**src/rtl/bit_serializer.sv**
```systemverilog
// Parallel-in/serial-out stage: accepts WIDTH-bit words over valid/ready and
// emits one bit per clock on dout_o, qualified by valid_o, with consumer stalls.
module bit_serializer #(
    parameter int WIDTH     = 8,
    parameter bit MSB_FIRST = 1'b1
) (
    input  logic             clk_i,
    input  logic             rst_i,
    input  logic [WIDTH-1:0] data_i,
    input  logic             data_valid_i,
    output logic             data_ready_o,
    input  logic             stall_i,
    output logic             dout_o,
    output logic             valid_o,
    output logic             busy_o,
    output logic             frame_done_o
);

    localparam int CW = (WIDTH > 1) ? $clog2(WIDTH) : 1;
    localparam logic [CW-1:0] LAST_IDX = CW'(WIDTH - 1);

    typedef enum logic {
        IDLE,
        SHIFT
    } state_t;

    state_t           state;
    logic [WIDTH-1:0] shreg;
    logic [CW-1:0]    cnt;

    logic shifting;
    logic last;
    logic accept;
    logic [WIDTH-1:0] shreg_next;

    // Outputs are gated by rst_i so they read as 0 during the reset cycle itself.
    always_comb begin
        shifting     = (state == SHIFT);
        last         = (cnt == LAST_IDX);
        busy_o       = shifting & ~rst_i;
        valid_o      = shifting & ~stall_i & ~rst_i;
        frame_done_o = valid_o & last;
        data_ready_o = ~rst_i & (~shifting | (valid_o & last));
        dout_o       = ~rst_i & (MSB_FIRST ? shreg[WIDTH-1] : shreg[0]);
        accept       = data_valid_i & data_ready_o;
        shreg_next   = MSB_FIRST ? {shreg[WIDTH-2:0], 1'b0}
                                 : {1'b0, shreg[WIDTH-1:1]};
    end

    always_ff @(posedge clk_i) begin
        if (rst_i) begin
            state <= IDLE;
            shreg <= '0;
            cnt   <= '0;
        end else if (accept) begin
            state <= SHIFT;
            shreg <= data_i;
            cnt   <= '0;
        end else if (shifting && !stall_i) begin
            if (last) begin
                state <= IDLE;
            end else begin
                shreg <= shreg_next;
                cnt   <= cnt + 1'b1;
            end
        end
    end

endmodule
```
**config.mk**
```make
export PLATFORM = sky130hd
export DESIGN_NAME = bit_serializer
export DESIGN_NICKNAME = d
export VERILOG_FILES = /design/src/rtl/bit_serializer.sv
export SDC_FILE = /design/constraint.sdc
export NUM_CORES = 1
export LEC_CHECK = 0
export CORE_AREA = 2 2 39 41
export DETAILED_ROUTE_END_ITERATION = 12
export DIE_AREA = 0 0 41 43
export DONT_BUFFER_PORTS = 1
export GPL_ROUTABILITY_DRIVEN = 0
export SLEW_MARGIN = 40
export SYNTH_ARGS = -nofsm -noshare
export SYNTH_HDL_FRONTEND = slang
export SYNTH_SLANG_ARGS = --single-unit
```
**constraint.sdc**
```tcl
create_clock -name clk_i -period 2.2 [get_ports clk_i]
set_input_delay 0.44 -clock clk_i [delete_from_list [all_inputs] [get_ports clk_i]]
set_output_delay 0.44 -clock clk_i [all_outputs]
set_load 0.005 [all_outputs]
```
Word level (Yosys, flattened, before mapping)
Cells that the tools add are included.
{"block": "word_totals", "inputBits": 12, "out_inout_bits": 5, "regBits": 12, "word_cells": 32}
{"block": "op_classes", "addsub": 1, "eq_ne": 2, "n_mux": 6, "n_bitwise": 12, "reduce_logical": 8}
{"op": "$mux W8", "n": 3}
{"op": "$and A1 B1 Y1", "n": 7}
{"op": "$reduce_and A2 Y1", "n": 3}
{"op": "$not A1 Y1", "n": 4}
{"op": "$reduce_bool A2 Y1", "n": 2}
{"op": "$add A3 B1 Y3 const B", "n": 1}
{"op": "$eq A3 B3 Y1 const B", "n": 1}
{"op": "$mux W1", "n": 3}
{"op": "$ne A2 B1 Y1 const B", "n": 1}
{"op": "$reduce_or A2 Y1", "n": 1}
{"op": "$logic_and A1 B1 Y1", "n": 1}
{"op": "$logic_not A1 Y1", "n": 1}
{"op": "$or A1 B1 Y1", "n": 1}

Logic depth before layout (Yosys ltp)
Gate-level depths: netlist of run 1.
{"block": "logic_depth", "word_depth": 9, "mapped_depth": 7, "ltp_nobuf": 6}

Least setup slack after synthesis of run 1
No wires, ideal clock.
{"block": "synth_path", "path_type": "register to register", "start": "reg cnt[0]", "end": "reg shreg[3]", "arrival_ns": 1.440, "path_buffers": 1, "synth_period_minus_slack_ns": 1.520, "setup_slack_ns": 0.680, "path_stages_with_launch": 8, "setup_ns": 0.080, "path_cell_list": "dfxtp_1 -> ha_1 -> ha_1 -> nor2b_2 -> o21ai_4 -> buf_6 -> nor2_1 -> a211oi_2"}
{"block": "synth_between", "elab_chain_len": 7}
{"element": "start, declared", "line": "29", "text": "logic [CW-1:0] cnt;"}
{"element": "start signal, assigned", "line": "64", "text": "cnt <= cnt + 1'b1;"}
{"element": "$eq A3 B3 Y1 *", "line": "39", "text": "last = (cnt == LAST_IDX);"}
{"element": "$and A1 B1 Y1", "line": "43", "text": "data_ready_o = ~rst_i & (~shifting | (valid_o & last));"}
{"element": "$or A1 B1 Y1", "line": "43"}
{"element": "$and A1 B1 Y1", "line": "43"}
{"element": "$and A1 B1 Y1", "line": "45", "text": "accept = data_valid_i & data_ready_o;"}
{"element": "$ne A2 B1 Y1 (no line) / $reduce_bool A2 Y1 (equally long branches)"}
{"element": "$reduce_and A2 Y1 (no line)"}
{"element": "end signal, assigned", "line": "57", "text": "shreg <= data_i;"}
{"element": "end signal, assigned", "line": "63", "text": "shreg <= shreg_next;"}
{"element": "end, declared", "line": "28", "text": "logic [WIDTH-1:0] shreg;"}
Every way passes the cells marked *; elsewhere a longest branch is shown, timed or not.
A chain may end at the register's enable or synchronous reset.

Worst setup path in the final report of run 1
{"block": "layout_path", "start": "reg cnt[0]", "end": "out data_ready_o"}
{"block": "layout_between", "elab_chain_len": 4}
{"element": "$eq A3 B3 Y1", "line": "39"}
{"element": "$and A1 B1 Y1", "line": "43"}
{"element": "$or A1 B1 Y1", "line": "43"}
{"element": "$and A1 B1 Y1", "line": "43"}
{"element": "end, declared", "line": "11", "text": "output logic data_ready_o,"}
Every way passes these cells.

==> results, run 1 <==
- The startpoint identified for the worst hold timing path is rst_i.
- The sum of overflow across all layers after global routing is 0.
- STA classifies the critical path endpoint as an output pin.
- The worst-case clock buffer depth is 2.
- The launching point of the worst reg2reg path is cnt[0]$_SDFFE_PP0P_.
- TritonCTS built the clock tree.
- The worst register-to-register path ends at shreg[2]$_SDFFE_PP0P_.
- Setup repair after global routing left no endpoint under its margin.
- The max-slew violation count is 0.
- The clock skew is 4.80 ps.
- The floorplan has 14 rows.
- Registers are responsible for 50.9% of the overall power.
- The net switching fraction of the power is a little under a quarter.
- The core outline area is 1380 sq um.
- The detail-routed via count per cell is 5.28.
- The number of antenna violations at the first check in global routing is 0.
- The sum of negative setup slack is 0 ps.
- In the final layout, the multi-input gates occupy 359 sq um.
- The die is ~43 microns tall.
- The post-synthesis cell type count is 21.
- The internal power consumption is around 0.36 mW.
- Compared with the post-synthesis result, the final layout area differs by 5.13%.
- Across the run, the number of max-cap violations was 0.
- The first-pass GRT wire length is 1590 microns.
- The category of the most critical setup path is flop to output pin.
- The final setup violation count is 0.
- The Yosys warning count is 0.
- For this design, the sink count on the clock tree is 12.
- After detailed routing, the average wire length per cell comes to 12.3 microns.
- Measured in cells, the most critical reg-to-reg path has a length of 6.
- Detailed placement ended at an HPWL of ~700 microns.
- STA puts the critical path data arrival time at 1460 ps.
- Once placement completed, the tool counted placed cells totaling 75.
- The CTS buffer count is 3.
- Synthesis produced a netlist whose cell count is 62.
- The number of buffers inserted by port buffering is 0.
- The fill cell total of the finished layout is 147.
- The slew of the pin with the lowest slew margin is 452 ps.
- In this run, post-CTS repair resized a total of 0 instances.
- The switching power total is between 0.1 and 0.15 mW.
- The run finished with clean final reports.
- The floorplan step defined a die boundary enclosing approximately 1800 sq um.
- In this run the worst hold path is classified as input pin to flop.
- The number of endpoints with negative hold slack in the final report is 0.
- Measured against its own limit, the worst slew margin works out to roughly 70%.
- At the worst endpoint, the required time is 1760 ps.
- The post-CTS setup buffer count is 0.
- Of the cells placed in the final design, the portion with a size suffix greater than 1 is about 27%.
- In this run the worst setup path terminates at data_ready_o.
- The final period demand of the worst path is 1900 ps.
- STA classifies the critical path startpoint as a flop.
- For this block, the initial DRC count from the detailed router was 2.
- The width of the die is just over 40 microns.
- Based on the critical path, the design can be clocked at up to about 530 MHz.
- The combined flip-flop and latch cell area is between 200 and 250 sq um.
- Before antenna repair, the detailed router went through 3 iterations.
- For this run, the register share of the synthesized area comes to about 38%.
- The maximum number of pins on one net before global-route repair is 18.
- The cell sitting at the root of the clock tree is a sky130_fd_sc_hd__clkbuf_4.
- For this run, the number of standard cells in the final layout without fillers is 79.
- Dividing the synthesized area by the synthesized cell count gives between 10 and 15 sq um.
- The clock transition at the register clock pins on the worst setup and hold paths after CTS is about 80 ps.
- The overall fraction of global-route tracks in use is 14.0%.
- In this run the remaining antenna-violating nets after routing total 0.
- The worst-case IR drop observed on VDD is ~0.39 mV.
- The via count of the first global-routing pass is 380.
- The effective utilization at floorplan is roughly 46%.
- The aggregate routed wire length is between 900 and 1000 microns.
- The I/O pin total is 17.
- Tracing the worst setup path back leads to its startpoint at cnt[0]$_SDFFE_PP0P_.
- Combinational logic is responsible for between 10% and 20% of the overall power.
- Along the worst path, the maximum fanout reaches 3.
- The power per cell area is roughly 690 nW/um^2.
- The mapped cell area is approximately 630 sq um.
- The worst path uses between 80% and 90% of the clock period.
- Hold repair after CTS inserted 0 buffers.
- The internal reg-to-reg setup slack is between 500 and 600 ps.
- After detailed routing, the number of remaining DRC violations is 0.
- In this run the static leakage power is around 0.24 nW.
- After the last flow step, the layout net total stands at approximately 80.
- In this run the number of H-tree levels came out at 1.
- The post-synthesis register bit count is 12.
- The total vias in the final route is approximately 420.
- The repair_antennas step left the layout with diodes totalling 0.
- The post-synthesis net count is 76.
- The clock insertion delay at the later pin of the skew report is between 200 and 300 ps.
- In this run, the clock network consumes 38.1% of the power.
-- cells by family (layout without fill, tap and decap cells) --
group,after synthesis,after routing,share of synthesized area [%]
AOI/OAI and AO/OA,10,10,17.8
xor gates and xnor gates,1,1,1.38
adders and majority gates,2,2,3.94
buffers and inverters,5,6,5.52
DFF,12,12,37.9
muxes,9,9,14.2
and+or+nand+nor,23,23,19.3
-- layer usage --
layer | up-vias | GRT usage [%] | share of wire, % | routed length (microns)
met5 | - | 0 | 0 | 0
met4 | 0 | 12.0 | 4.1 | 40
met3 | 4 | 4.71 | 4.4 | 43
met2 | 9 | 17.2 | 44 | 426
met1 | 184 | 18.6 | 47 | 459
li1 | 220 | - | - | -
-- final cells by class --
class,count,share of cell area [%]
Timing Repair Buffer,1,1.13
Sequential cell,12,36.0
Clock buffer,4,5.44
Inverter,1,0.563
Multi-Input combinational cell,45,53.8
Tap cell,16,3.00
-- how the worst min path moves through the flow --
| stage | end | slack, ps | cells after the start |
|---|---|---|---|
| finish | shreg[6]$_SDFFE_PP0P_ | 220 | 1 |
| CTS | shreg[5]$_SDFFE_PP0P_ | 210 | 1 |
| global route | shreg[5]$_SDFFE_PP0P_ | 200 | 1 |
| global placement | shreg[0]$_SDFFE_PP0P_ | 480 | 2 |
| floorplan | shreg[0]$_SDFFE_PP0P_ | 460 | 2 |
| detailed placement | shreg[0]$_SDFFE_PP0P_ | 490 | 2 |
-- cells in the mapped netlist, drive strengths merged --
cell type,n,share of area [%]
nor3,5,5.7
ha,2,3.9
nor2b,3,3.7
o21a,1,1.4
a211oi,7,13
nand3b,1,1.2
nand2,1,0.59
buf,4,4.9
inv,1,0.59
mux2i,9,14
and2,1,0.99
a21oi,1,0.79
nor2,12,7.1
dfxtp,12,38
xnor2,1,1.4
o21ai,1,2.6
-- critical path, stage by stage, from the launching register on --
cell,delay [ps]
sky130_fd_sc_hd__dfxtp_1,350
sky130_fd_sc_hd__ha_1,160
sky130_fd_sc_hd__ha_1,220
sky130_fd_sc_hd__nor2b_2,250
sky130_fd_sc_hd__nor2_1,80
sky130_fd_sc_hd__nor2_1,120
-- cells in the final DEF, fill, tap and decap left out --
cell                       instances
sky130_fd_sc_hd__a211oi_1          1
sky130_fd_sc_hd__a211oi_2          6
sky130_fd_sc_hd__a21oi_1           1
sky130_fd_sc_hd__and2_1            1
sky130_fd_sc_hd__buf_4             1
sky130_fd_sc_hd__clkbuf_4          3
sky130_fd_sc_hd__clkbuf_8          1
sky130_fd_sc_hd__dfxtp_1          12
sky130_fd_sc_hd__ha_1              2
sky130_fd_sc_hd__inv_2             1
sky130_fd_sc_hd__mux2i_1           9
sky130_fd_sc_hd__nand2_1           1
sky130_fd_sc_hd__nand3b_1          1
sky130_fd_sc_hd__nor2_1           12
sky130_fd_sc_hd__nor2b_1           1
sky130_fd_sc_hd__nor2b_2           2
sky130_fd_sc_hd__nor3_1            4
sky130_fd_sc_hd__nor3_4            1
sky130_fd_sc_hd__o21a_2            1
sky130_fd_sc_hd__o21ai_4           1
sky130_fd_sc_hd__xnor2_1           1
-- through the flow --
stage / area, sq um / hold WS (ps) / power [mW] / util (%) / setup slack [ps]
2_1_floorplan: 634 / 460 / 0.294 / - / 680
3_3_place_gp: 631 / 484 / 0.292 / 45.6 / 528
3_5_place_dp: 631 / 486 / 0.293 / 45.6 / 511
4_1_cts: 667 / 206 / 0.470 / 48.2 / 277
5_1_grt: 667 / 202 / 0.488 / 48.2 / 193
6_report: 667 / 220 / 0.462 / 48.2 / 304
-- power groups by stage --
stage                     logic [mW]  clock network [mW]  registers, mW
after CTS                     0.0519               0.183          0.235
after floorplan               0.0543                   0          0.239
after detailed placement      0.0520                   0          0.241
final                         0.0509               0.176          0.235
after global routing          0.0570               0.193          0.237
after global placement        0.0513                   0          0.241
-- registers in the layout, summed over array words and instances (netlist names) --
register / flops
shifting: 1
cnt: 3
shreg: 8
(Power assumes the default switching activity.)
==> run 2: changes to the inputs <==
Settings changed: MAX_ROUTING_LAYER from default to met4, SLEW_MARGIN 40 to default.
Clock period 2.2 ns to 2.3 ns, I/O delays scaled along.
==> run 2 against run 1 <==
Against the previous run:
- count of clock-buffer cells in the layout did not move
- routed wire length decreased by 0.93%
- die area stayed put
- sequential share of layout area up 0.41 points
- largest cell class unchanged
==> results, run 2 (synthesized netlist as in run 1, its figures left out) <==
- The fraction of layout cells with a size suffix above 1 is roughly 26%.
- The met3 wire length is roughly 42 microns.
- At the end of the flow, the number of nets in the layout was a little under 80.
- The area of the die is 1760 sq um.
- The worst setup path is of the flop to output pin kind.
- Once the clock tree was built, the setup fixing pass inserted 0 buffers.
- The classification of the worst-slack hold path is input pin to flop.
- The tool flagged a number of max-cap violations equal to 0.
- The maximum vdd ir drop is ~0.42 mV.
- The number of endpoints with negative hold slack in the final report was 0.
- The register with the most flip-flops in the final layout is shreg.
- The number of detailed-routing iterations run before antenna repair is 2.
- The number of antenna repair diodes is 0.
- The worst register-to-register path begins at cnt[0]$_SDFFE_PP0P_.
- The worst register-to-register path has a depth of 5.
- For this design, the CTS-stage hold fixing added 0 buffers.
- Routed signal wires occupy layers up through met3.
- The routed design has 960 microns of wire.
- The final setup violation count is 0.
- Leaving out fill and tap cells, the most frequent cells in the layout are sky130_fd_sc_hd__nor2_1, sky130_fd_sc_hd__dfxtp_1, sky130_fd_sc_hd__mux2i_1.
- The instance area after placement is about 620 sq um.
- The area used by multi-input combinational logic is 359 sq um.
- For this configuration, the core starts out at a cell density of a little under half.
- The clock reaches the later pin of the worst-skew pair after 270 ps.
- Entering global routing, the biggest net connects 18 pins.
- The leakage power of the design is 0.233 nW.
- The fill cell total of the finished layout is 140.
- The worst register-to-register path ends at shreg[4]$_SDFFE_PP0P_.
- The number of antenna violations at the first check in global routing is 0.
- The final critical-path share of the clock period is a little over four fifths.
- From synthesis to final layout, the design area changed by 3.94%.
- Along the worst hold path, the cell count comes to 1.
- The average detailed-routed wire length per instance is ~12 microns.
- In the routed design, unresolved DRC markers number 0.
- The core outline area is about 1400 sq um.
- The worst-case clock buffer depth is 2.
- The clock skew is roughly 1.6 ps.
- The final period demand of the worst path is 1920 ps.
- The met1 wire length is ~470 microns.
- The slew of the pin with the lowest slew margin is 621 ps.
- The most critical setup path has its startpoint at cnt[0]$_SDFFE_PP0P_.
- The via count of the first global-routing pass is approximately 390.
- The sum of overflow across all layers after global routing is 0.
- The maximum fanout count along the critical path is 3.
- The worst slew slack as a fraction of its limit is a little under 60%.
- The internal reg-to-reg setup slack is 500 ps.
- The die outline height is between 40 and 50 microns.
- The number of sinks driven by the clock tree is 12.
- The flow ran to the end, and the final reports show no timing, DRC or antenna violations.
- The CTS buffer count is 3.
- The floorplan has 14 rows.
- The finished cells cover approximately 660 sq um.
- The max-slew violation count is 0.
- The register with the most flip-flops in the layout has 8 of them.
- Registers take 240 sq um.
- The detail-routed via count per cell is between 5 and 6.
- The tree is rooted in a sky130_fd_sc_hd__clkbuf_4.
- STA puts the critical path data arrival time at between 1000 and 1500 ps.
- The number of buffers inserted by port buffering is 0.
- The sum of negative setup slack is 0 ps.
- The type of element launching the critical path is a flop.
- For this design the ratio of total power to cell area is 666 nW/um^2.
- The I/O pin total is 17.
- Setup repair after global routing left no endpoint under its margin.
- The width of the die is between 40 and 50 microns.
- The worst hold path endpoint is shreg[4]$_SDFFE_PP0P_.
- The routed layout has between 400 and 500 vias.
- Excluding fillers, the count of instances in the completed layout stands at 78.
- Global routing consumed, over all layers together, between 10% and 20% of the routing resources.
- The violation count after the first detailed-route iteration is 1.
- The startpoint identified for the worst hold timing path is rst_i.
- The maximum clock rate is between 500 and 600 MHz.
- Clock-pin slew was measured on the worst setup and hold paths at roughly 80 ps.
- The required time of the critical path is between 1500 and 2000 ps.
- The CTS tree is done.
- The CTS H-tree depth is 1.
- Wire segments on met2 add up to between 400 and 500 microns in the final route.
- Once placement completed, the tool counted placed cells totaling between 70 and 80.
- In this run, post-CTS repair resized a total of 0 instances.
- The remaining antenna violation count after routing is 0.
- STA classifies the critical path endpoint as an output pin.
- The first global-routing pass estimated 1650 microns of wire.
[run 2: final cells by class]
class,count,area share (%)
inverters,1,0.569
well taps,16,3.04
clock buffers,4,5.50
multi-input cells,45,54.5
flip-flops and latches,12,36.4
[run 2: per-stage QoR]
| stage | power (mW) | util, % | setup slack, ps | hold WS [ps] |
|---|---|---|---|---|
| after floorplan | 0.281 | - | 744 | 460 |
| after global placement | 0.278 | 45.0 | 531 | 480 |
| after detailed placement | 0.279 | 45.0 | 489 | 483 |
| after CTS | 0.447 | 47.6 | 350 | 236 |
| after global routing | 0.465 | 47.6 | 241 | 223 |
| final | 0.439 | 47.6 | 376 | 248 |
[run 2: worst max path at each step]
| stage | to |
|---|---|
| after floorplan | data_ready_o |
| after CTS | data_ready_o |
| after global routing | data_ready_o |
| after global placement | shreg[4]$_SDFFE_PP0P_ |
| after detailed placement | shreg[4]$_SDFFE_PP0P_ |
| final | data_ready_o |
[run 2: worst max-delay path: stages, from the launching register on]
cell and delay (ps):
sky130_fd_sc_hd__dfxtp_1 360, sky130_fd_sc_hd__ha_1 160, sky130_fd_sc_hd__ha_1 220, sky130_fd_sc_hd__nor2b_2 260
sky130_fd_sc_hd__nor2_1 80, sky130_fd_sc_hd__nor2_1 120
[run 2: per-layer routing]
layer / vias up / global-route usage [%]
li1: 215 / -
met1: 179 / 19.5
met2: 7 / 18.4
met3: 0 / 6.28
met4: 0 / 6.00
met5: - / -
[run 2: report_power, final]
part / internal (mW) / total (mW) / switching, mW
clock: 0.0960 / 0.167 / 0.0706
sequential: 0.220 / 0.225 / 0.00556
combinational: 0.0228 / 0.0477 / 0.0250
==> run 3: changes to the inputs <==
Clock period 2.3 ns to 1.8 ns, I/O delays scaled along.
==> run 3 against run 2 <==
Against the previous run:
- routed wire length up 7.3%
- first-iteration DRC count is the same
- count of clock-buffer cells in the layout down 1
- combinational power up 50%
- utilization rose by 3.4 points
- total power is 18% higher
- largest cell class unchanged
- worst hold slack worse by 94 ps
- highest routed layer is now met4
- cell count increased by 1.3%
- sequential share of layout area down 2.3 points
==> results, run 3 (synthesized netlist as in run 1, its figures left out) <==
- The run finished with clean final reports.
- The detailed-route DRC error count is 0.
- The maximum number of pins on one net before global-route repair is 18.
- The area of the die is between 1500 and 2000 sq um.
- The leakage power of the design is approximately 0.24 nW.
- 17 I/O pins were placed.
- Following the worst setup path forward leads to its endpoint at data_ready_o.
- CTS saw 12 sinks.
- The CTS buffer count is 3.
- The critical path in this run is classified as flop to output pin.
- The number of endpoints with negative hold slack in the final report is 0.
- The clock tree root driver cell is sky130_fd_sc_hd__clkbuf_4.
- The average detailed-routed wire length per instance is between 10 and 15 microns.
- In this run the worst path has a maximum fanout of 3.
- For this block, the initial DRC count from the detailed router was 1.
- In the final layout, the share of cells above drive strength 1 is 31.7%.
- The register ranked first by flip-flop count is shreg.
- The final critical-path share of the clock period is 95.0%.
- The met3 wire length is about 47 microns.
- The final period demand of the worst path is between 1500 and 2000 ps.
- The remaining antenna violation count after routing is 0.
- In this run the critical register-to-register path is captured at shreg[6]$_SDFFE_PP0P_.
- The core outline area is around 1400 sq um.
- The worst-case clock buffer depth is 2.
- The number of antenna repair diodes is 0.
- Setup slack on the worst reg-to-reg path comes out at ~330 ps.
- The pre-antenna-repair detailed-routing pass consisted of 4 iterations.
- The instance area after placement is between 600 and 700 sq um.
- The placed wire-length estimate after detailed placement is 723 microns.
- Setup violations remaining at the end of the flow were counted as 0.
- After clock tree synthesis, the clock-pin slew on the worst setup and hold paths is approximately 70 ps.
- In this run the worst setup path begins at cnt[1]$_SDFFE_PP0P_.
- The clock insertion delay at the later pin of the skew report is approximately 260 ps.
- The detail-routed via count per cell is approximately 5.4.
- The worst path arrival time is 1350 ps.
- The highest layer touched by signal routing is met4.
- The total number of nets in the final design is slightly below 80.
- The die outline height is 43 microns.
- In this run the tool buffered the top-level ports with 0 buffer cells.
- In the final routing, the length of wire on met1 measures ~470 microns.
- The classification of the worst-slack hold path is input pin to flop.
- Across the routed clock network, the largest skew measured is roughly 4.7 ps.
- The die is a little over 40 microns wide.
- Overall power consumption after layout is estimated at 0.518 mW.
- STA classifies the critical path startpoint as a flop.
- Adding up every negative setup slack in the final design gives 0 ps.
- The sum of overflow across all layers after global routing is 0.
- The aggregate routed wire length is between 1000 and 1500 microns.
- Based on the critical path, the design can be clocked at up to 585 MHz.
- In the detailed route, the total length drawn on met2 is 503 microns.
- The register with the most flip-flops in the layout has 8 of them.
- The top cell types in the final layout, fill and taps aside, are sky130_fd_sc_hd__nor2_1, sky130_fd_sc_hd__dfxtp_1, sky130_fd_sc_hd__mux2i_1.
- The first-pass GRT wire length is roughly 1600 microns.
- The post-CTS setup buffer count is 0.
- The worst slew slack as a fraction of its limit is 81.6%.
- The CTS H-tree depth is 1.
- The nature of the critical path endpoint is an output pin.
- Setup repair after global routing left no endpoint under its margin.
- The total vias in the final route is 427.
- The launching point of the worst reg2reg path is cnt[0]$_SDFFE_PP0P_.
- The slew of the pin with the lowest slew margin is around 270 ps.
- From synthesis to final layout, the design area changed by 11.4%.
- The cell area after layout is slightly above 700 sq um.
- The max-slew violation count is 0.
- Max-cap violations in this run came to 0.
- Across every metal layer, demand over resource in global routing totals 13.8%.
- VDD sags by at most approximately 0.42 mV.
- The length in cells of the worst reg-to-reg path is 6.
- Leaving out fill and tap cells, the most frequent cell in the layout is sky130_fd_sc_hd__nor2_1.
- At the worst endpoint, the required time is around 1400 ps.
- The effective utilization at floorplan is 45.8%.
- The number of buffers added to fix hold violations after cts is 0.
- The via count of the first global-routing pass came to just under 400.
- The initialized floorplan defines 14 standard-cell rows.
- Power spread over the standard cell area amounts to 733 nW/um^2.
- The number of antenna violations at the first check in global routing is 0.
- TritonCTS built the clock tree.
==> run 3: worst min path at each step <==
stage	cells after the start	slack, ps	start	endpoint
2_1_floorplan	2	460	shreg[0]$_SDFFE_PP0P_	shreg[0]$_SDFFE_PP0P_
3_3_place_gp	1	430	rst_i	shreg[1]$_SDFFE_PP0P_
3_5_place_dp	1	430	rst_i	shreg[5]$_SDFFE_PP0P_
4_1_cts	1	150	rst_i	shreg[5]$_SDFFE_PP0P_
5_1_grt	1	140	rst_i	shreg[5]$_SDFFE_PP0P_
6_report	1	150	rst_i	shreg[5]$_SDFFE_PP0P_
==> run 3: layout make-up <==
type	count	area, sq um
fill	140	677
multi-input combinational	45	379
timing repair buffer	2	40.0
inverter	1	3.75
clock buffer	3	22.5
sequential	12	241
tap	16	20.0
==> run 3: where the power goes <==
group | switching, mW | internal (mW)
Sequential | 0.00760 | 0.281
Combinational | 0.0340 | 0.0377
Clock | 0.0806 | 0.0771
==> run 3: through the flow <==
stage          setup WS [ps]  util, %  hold slack [ps]  instances
4_1_cts                 18.1     49.9              148         79
6_report                89.5     51.1              154         79
2_1_floorplan            280        -              460         62
3_5_place_dp             234     47.9              428         76
3_3_place_gp             274     47.9              428         76
5_1_grt                 3.66     51.1              140         79
==> run 3: repair_timing <==
action                     in CTS  in global routing
pin swaps                       0                  1
setup endpoints to repair       1                  1
resized for setup               1                  4
==> run 3: per-layer routing <==
layer / vias to the layer above / track usage (%)
li1: 220 / -
met3: 2 / 3.14
met5: - / -
met2: 7 / 20.3
met4: 0 / 8.00
met1: 198 / 16.6
==> run 3: worst max-delay path, cell delays in order, from the launching register on <==
cell and delay (ps):
sky130_fd_sc_hd__dfxtp_1 340, sky130_fd_sc_hd__ha_2 190, sky130_fd_sc_hd__ha_4 150, sky130_fd_sc_hd__nor2b_4 190, sky130_fd_sc_hd__nor2_1 70, sky130_fd_sc_hd__nor2_1 140
